## config.mk

```make
export PLATFORM = sky130hd
export DESIGN_NAME = cond_unit
export DESIGN_NICKNAME = d
export VERILOG_FILES = /design/src/rtl/cond_pkg.sv /design/src/rtl/cond_check.sv /design/src/rtl/cond_unit.sv
export SDC_FILE = /design/constraint.sdc
export NUM_CORES = 1
export LEC_CHECK = 0
export CAP_MARGIN = 20
export CORE_AREA = 2 2 39 41
export DETAILED_ROUTE_END_ITERATION = 16
export DIE_AREA = 0 0 41 43
export PLACE_DENSITY = 0.7
export SLEW_MARGIN = 20
export SYNTH_ARGS = -nofsm -noshare
export SYNTH_HDL_FRONTEND = slang
export SYNTH_HIERARCHICAL = 1
export SYNTH_SLANG_ARGS = --single-unit
```

## constraint.sdc

```tcl
create_clock -name clk -period 1.8 [get_ports clk]
set_clock_uncertainty 0.05 [all_clocks]
set_input_delay 0.18 -clock clk [delete_from_list [all_inputs] [get_ports clk]]
set_output_delay 0.18 -clock clk [all_outputs]
set_load 0.01 [all_outputs]
```

## src/rtl/cond_pkg.sv

```systemverilog
// Shared condition-code encodings and NZCV/FlagW bit positions for the
// execute-stage condition unit.
package cond_pkg;

  localparam int unsigned NZCV_W = 4;

  localparam int unsigned FLAG_N = 3;
  localparam int unsigned FLAG_Z = 2;
  localparam int unsigned FLAG_C = 1;
  localparam int unsigned FLAG_V = 0;

  localparam int unsigned FLAGW_NZ = 1;
  localparam int unsigned FLAGW_CV = 0;

  typedef enum logic [3:0] {
    EQ = 4'b0000,
    NE = 4'b0001,
    CS = 4'b0010,
    CC = 4'b0011,
    MI = 4'b0100,
    PL = 4'b0101,
    VS = 4'b0110,
    VC = 4'b0111,
    HI = 4'b1000,
    LS = 4'b1001,
    GE = 4'b1010,
    LT = 4'b1011,
    GT = 4'b1100,
    LE = 4'b1101,
    AL = 4'b1110,
    NV = 4'b1111
  } cond_e;

endpackage

```

## src/rtl/cond_check.sv

```systemverilog
// Combinational evaluation of a 4-bit condition field against registered NZCV.
module cond_check
  import cond_pkg::*;
(
  input  logic [3:0]        Cond,
  input  logic [NZCV_W-1:0] Flags,
  output logic              condition_met
);

  logic n, z, c, v;

  always_comb begin
    n = Flags[FLAG_N];
    z = Flags[FLAG_Z];
    c = Flags[FLAG_C];
    v = Flags[FLAG_V];
    condition_met = 1'b0;
    case (cond_e'(Cond))
      EQ: condition_met = z;
      NE: condition_met = ~z;
      CS: condition_met = c;
      CC: condition_met = ~c;
      MI: condition_met = n;
      PL: condition_met = ~n;
      VS: condition_met = v;
      VC: condition_met = ~v;
      HI: condition_met = c & ~z;
      LS: condition_met = ~c | z;
      GE: condition_met = (n == v);
      LT: condition_met = (n != v);
      GT: condition_met = ~z & (n == v);
      LE: condition_met = z | (n != v);
      AL: condition_met = 1'b1;
      NV: condition_met = 1'b0;
      default: condition_met = 1'b0;
    endcase
  end

endmodule

```

## src/rtl/cond_unit.sv

```systemverilog
// Execute-stage condition unit: NZCV flag register, condition gating of
// PCSrc/RegWrite/MemWrite. Optional squash counter under COND_PERF_EN.
module cond_unit
  import cond_pkg::*;
#(
  parameter int unsigned FLAG_W = 4,
  parameter int unsigned CNT_W  = 16
) (
  input  logic              clk,
  input  logic              reset,
  input  logic              Valid,
  input  logic              Stall,
  input  logic [3:0]        Cond,
  input  logic [FLAG_W-1:0] ALUFlags,
  input  logic [1:0]        FlagW,
  input  logic              PCS,
  input  logic              RegW,
  input  logic              MemW,
  input  logic              NoWrite,
  output logic              PCSrc,
  output logic              RegWrite,
  output logic              MemWrite,
  output logic              CondEx,
`ifdef COND_PERF_EN
  output logic [CNT_W-1:0]  SquashCnt,
`endif
  output logic [FLAG_W-1:0] Flags
);

  logic [FLAG_W-1:0] flags_q, flags_d;
  logic              cond_met;
  logic              advance;

  cond_check u_cond_check (
    .Cond          (Cond),
    .Flags         (flags_q),
    .condition_met (cond_met)
  );

  always_comb begin
    CondEx   = Valid & cond_met;
    PCSrc    = PCS & CondEx;
    RegWrite = RegW & CondEx & ~NoWrite;
    MemWrite = MemW & CondEx;
    Flags    = flags_q;
    advance  = Valid & ~Stall;
  end

  // NZ and CV halves are written independently; an unwritten half holds.
  always_comb begin
    flags_d = flags_q;
    if (advance && cond_met) begin
      if (FlagW[FLAGW_NZ]) begin
        flags_d[FLAG_N] = ALUFlags[FLAG_N];
        flags_d[FLAG_Z] = ALUFlags[FLAG_Z];
      end
      if (FlagW[FLAGW_CV]) begin
        flags_d[FLAG_C] = ALUFlags[FLAG_C];
        flags_d[FLAG_V] = ALUFlags[FLAG_V];
      end
    end
  end

  always_ff @(posedge clk) begin
    if (reset) flags_q <= '0;
    else       flags_q <= flags_d;
  end

`ifdef COND_PERF_EN
  logic [CNT_W-1:0] cnt_q, cnt_d;

  always_comb begin
    cnt_d = cnt_q;
    if (advance && !cond_met && (cnt_q != '1)) cnt_d = cnt_q + CNT_W'(1);
  end

  always_ff @(posedge clk) begin
    if (reset) cnt_q <= '0;
    else       cnt_q <= cnt_d;
  end

  assign SquashCnt = cnt_q;
`endif

endmodule

```

Word level (Yosys, flattened, before mapping)
Index checks and enable logic that the tools add are counted.
W data, S select, Z words.
{"block": "totals", "regBits": 4, "inputBits": 18, "wordCells": 40, "out_inout_bits": 8}
{"block": "classes", "n_bitwise": 16, "n_eq_ne": 17, "reduce_logical": 4, "n_mux": 1}
{"cell": "$eq A4 B4 Y1 const B", "count": 8}
{"cell": "$eq A4 B3 Y1 const B", "count": 4}
{"cell": "$pmux W1 S16", "count": 1}
{"cell": "$and A1 B1 Y1", "count": 8}
{"cell": "$eq A4 B2 Y1 const B", "count": 2}
{"cell": "$not A1 Y1", "count": 6}
{"cell": "$eq A4 B1 Y1 const B", "count": 1}
{"cell": "$logic_not A4 Y1", "count": 1}
{"cell": "$reduce_and A2 Y1", "count": 2}
{"cell": "$or A1 B1 Y1", "count": 2}
{"cell": "$eq A1 B1 Y1", "count": 1}
{"cell": "$logic_and A1 B1 Y1", "count": 1}
{"cell": "$ne A1 B1 Y1", "count": 1}

Longest topological paths before layout
{"block": "depth", "word_depth": 6, "depth_mapped": 8, "mapped_depth_nobuf": 7}

Modules after synthesis
Netlist, hierarchy kept.
{"module": "cond_unit", "instances": 1, "seq_area_each_um2": 80.1, "cells_per_inst": 22, "area_per_inst_um2": 229.0}
{"module": "cond_check", "instances": 1, "seq_area_each_um2": 0.0, "cells_per_inst": 23, "area_per_inst_um2": 155.1}

Worst setup path after synthesis
OpenSTA, ideal clock, no wires.
{"block": "synth_path", "kind": "reg-to-output", "start": "register flags_q[0], in the netlist Flags[0]", "end": "output RegWrite", "path_slack_ns": -0.249, "path_stages_with_launch": 8, "t_arrival_ns": 1.819, "path_buffers": 0, "required_ns": 1.570, "cell_sequence": "dfxtp_1 xor2_1 xor2_1 a2111oi_1 a311oi_1 o22ai_1 and2_2 and3b_1"}
{"block": "synth_via", "elab_chain_cells": 6, "word_cells_on_any_way": 9, "cone_classes": "2 x eq/ne; 1 x mux; 6 x bitwise"}
{"item": "start: declaration", "line_no": "cond_unit.sv:30", "text": "logic [FLAG_W-1:0] flags_q, flags_d;"}
{"item": "start signal: assignment", "line_no": "cond_unit.sv:66", "text": "else flags_q <= flags_d;"}
{"item": "$ne A1 B1 Y1 or $eq A1 B1 Y1 (tied branches)"}
{"item": "$or A1 B1 Y1 or $and A1 B1 Y1 (tied branches)", "line_no": "cond_check.sv:32, cond_check.sv:31"}
{"item": "$pmux W1 S16 *", "line_no": "cond_check.sv:18", "text": "case (cond_e'(Cond))"}
{"item": "named net cond_met", "line_no": "cond_unit.sv:31", "text": "logic cond_met;"}
{"item": "$and A1 B1 Y1 *", "line_no": "cond_unit.sv:41", "text": "CondEx = Valid & cond_met;"}
{"item": "named net CondEx", "line_no": "cond_unit.sv:23", "text": "output logic CondEx,"}
{"item": "$and A1 B1 Y1 * (2 in series)", "line_no": "cond_unit.sv:43", "text": "RegWrite = RegW & CondEx & ~NoWrite;"}
{"item": "end: declaration", "line_no": "cond_unit.sv:21", "text": "output logic RegWrite,"}
The timed path passes the listed nets; every way through them passes the cells marked *.

Worst setup path in the final report
{"block": "layout_path", "start": "register flags_q[0], in the netlist Flags[0]", "end": "output RegWrite"}
{"block": "layout_via", "elab_chain_cells": 6, "word_cells_on_any_way": 9, "cone_classes": "2 x eq/ne; 1 x mux; 6 x bitwise"}
{"item": "$ne A1 B1 Y1 or $eq A1 B1 Y1 (tied branches)"}
{"item": "$or A1 B1 Y1 or $and A1 B1 Y1 (tied branches)", "line_no": "cond_check.sv:32, cond_check.sv:31"}
{"item": "$pmux W1 S16 *", "line_no": "cond_check.sv:18"}
{"item": "named net cond_met", "line_no": "cond_unit.sv:31"}
{"item": "$and A1 B1 Y1 *", "line_no": "cond_unit.sv:41"}
{"item": "$and A1 B1 Y1 * (2 in series)", "line_no": "cond_unit.sv:43"}
Marked as above.

==> results.ini <==
[cts]
root_buffer = clkbuf_4
htreeDepth = 1
path_clk_slew_ps = 40
clock_latency_ps = 240
clock_path_buffers = 2
cts_buffers = 3
cts.sinks = 4
cts_tree = done
ctsHoldBuffers = 0

[floorplan]
die_h_um = 43
rows = 14
dieArea_um2 = 1763
core_um2 = 1384
initial_core_util_pct = 27.76
io_pins = 26
fp.dieW_um = 41

[global_route]
grt_pass1_vias = 423
grt_max_degree = 9
grt_util_all_layers_pct = 13.35
antenna_found_initial = 0
overflow = 0
grt_pass1_wl_um = 1552

[setup_path]
crit_chain = xor2_2 > xor2_1 > a2111oi_1 > a311oi_1 > o22ai_1 > buf_4 > and2_4 > and3b_1 > buf_2
cp-end-kind = output pin
critPathRequiredTime_ps = 1570
critical-path-slowest-cell = a2111oi_1
ff2ff_setup_slack_ps = -250
path_max_fanout = 2
slowest_delay_ps = 350
cp_num_buf_inv = 2
cp.arrival_ps = 2040
cp.depth = 9
critical_path_class = reg -> out
worstSetupStartpointType = flip-flop
reg2regPathDepth = 9
cp_top_family = compound AO/OA/AOI/OAI gates

[yosys]
synth_top_cell_area_share_pct = 20.85
synthTopCellsByArea = dfxtp_1 21%, nand2b_1 15%, mux2i_1 13%, and4b_4 7.2%, xor2_1 6.8%
synth_warnings = 6
synth_top_area_cell = dfxtp_1
syn_area_um2 = 384.1
ys_ff_latch = 4
avgSynthCellArea_um2 = 8.536
ys_types = 23
synth-seq-area-share_pct = 20.85
synthCells = 45
syn-num-nets = 63

[finish]
final_cell_mix = 19 x clkdlybuf4s50_1, 17 x buf_4, 9 x nand2b_1
mostFrequentLayoutCell = clkdlybuf4s50_1
stdcell_area_um2 = 812.0
regArea_um2 = 82.58
fillers = 130
syn_to_final_growth_pct = 111.4
largest_reg_flops = 4
antenna_cells = 0
fin_nets = 109
multiInputGateArea_um2 = 297.8
drive_gt1_share_pct = 37.08

[worst_hold_path]
hp-class = in -> reg
min_path_cells = 3

[timing]
finalCritPeriodShare_pct = 126.3
setup_violations = 8
finalHoldViolations = 0
max_slew_margin_pct = 77.40
max_clock_freq_ghz = 0.4397
whs_ps = 451.2
worstMarginPinSlew_ps = 338.2
drv_slew = 0
fin_crit_ps = 2274
setup_ws_ps = -474.3
rsz0062_at_grt = true

[route]
first_iter_violations = 4
antenna_left = 0
routed_wl_um = 994
wl_per_cell_um = 9.467
viasPerCell = 4.638
drc_errors = 0
vias = 487
drtPass1Iterations = 3

[run_status]
status = finished with violations
violations = negative setup slack

[power]
p_leak_nw = 0.3528
max-vdd-ir-drop_v = 0.0002733
power_density_nw_per_um2 = 431.6

[placement]
gp_congestion = 0.6875
io_buffers = 25
dp_slack_ps = -884.6
placed_cell_area_um2 = 774.5
place.detailed.hpwl_um = 853.7

[flow_run]
max_cap_viol_count = 0

[metal layers]
metal,vias up,share of wire [%],GRT usage (%)
li1,256,-,-
met1,215,37,13.18
met2,14,55,22.19
met3,2,6.4,1.571
met4,0,1.4,12.00
met5,-,0,0
[where the power goes]
part / switching (mW) / internal (mW) / total, mW
combinational: 0.0446 / 0.0964 / 0.141
sequential: 0.00180 / 0.0915 / 0.0933
clock: 0.0413 / 0.0749 / 0.116
[synthesized netlist by cell type]
library cell / instances
inv_1: 1
nor4b_1: 1
nand2b_1: 9
and3b_1: 1
and2_2: 1
nor2b_1: 1
o21ai_0: 1
clkbuf_1: 1
mux2i_1: 5
xnor2_1: 1
a21oi_1: 3
a211oi_1: 1
and3_2: 2
a2111oi_1: 1
and4b_4: 2
dfxtp_1: 4
buf_4: 1
nor3_1: 1
xor2_1: 3
o22a_1: 1
o22ai_1: 1
a311oi_1: 1
nor2_1: 2
[worst paths after layout]
path                                  start       end
worst min-delay path            ALUFlags[0]  Flags[0]
worst max-delay path               Flags[0]  RegWrite
worst min register to register     Flags[2]  Flags[2]
worst max register to register     Flags[0]  Flags[3]
[tightest hold or removal path, cell delays in order]
cell             delay, ps
clkdlybuf4s50_1        390
nand2b_1                70
mux2i_1                 60
[logic make-up after synthesis]
| family | synth area share [%] |
|---|---|
| mux | 13.03 |
| compound gates | 15.96 |
| xor+xnor | 9.122 |
| buf+inv | 3.908 |
| simple gates | 37.13 |
| flops | 20.85 |
[layout make-up]
cell class | count | share of cell area, %
Sequential cell | 4 | 10.17
Multi-Input combinational cell | 38 | 36.67
Tap cell | 16 | 2.465
Inverter | 1 | 0.4622
Timing Repair Buffer | 43 | 47.46
Clock buffer | 3 | 2.773
[repair_timing]
action | 4_1_cts | 5_1_grt
resized for setup | 18 | 4
pin swaps | 5 | 0
hold endpoints to repair | 0 | 0
endpoints found under the setup margin | 8 | 8
setup buffers | 1 | 1
[stage by stage]
stage          util (%)  setup TNS (ps)  power [mW]  instances
6_report          58.68           -2578      0.3505        105
3_5_place_dp      55.97           -5700      0.2289        100
3_3_place_gp      55.97           -5350      0.2272        100
4_1_cts           57.96           -2768      0.3543        104
5_1_grt           58.68           -2961      0.3710        105
2_1_floorplan         -          -397.6      0.1441         45
Note: power is estimated with default switching activity, not from simulation.
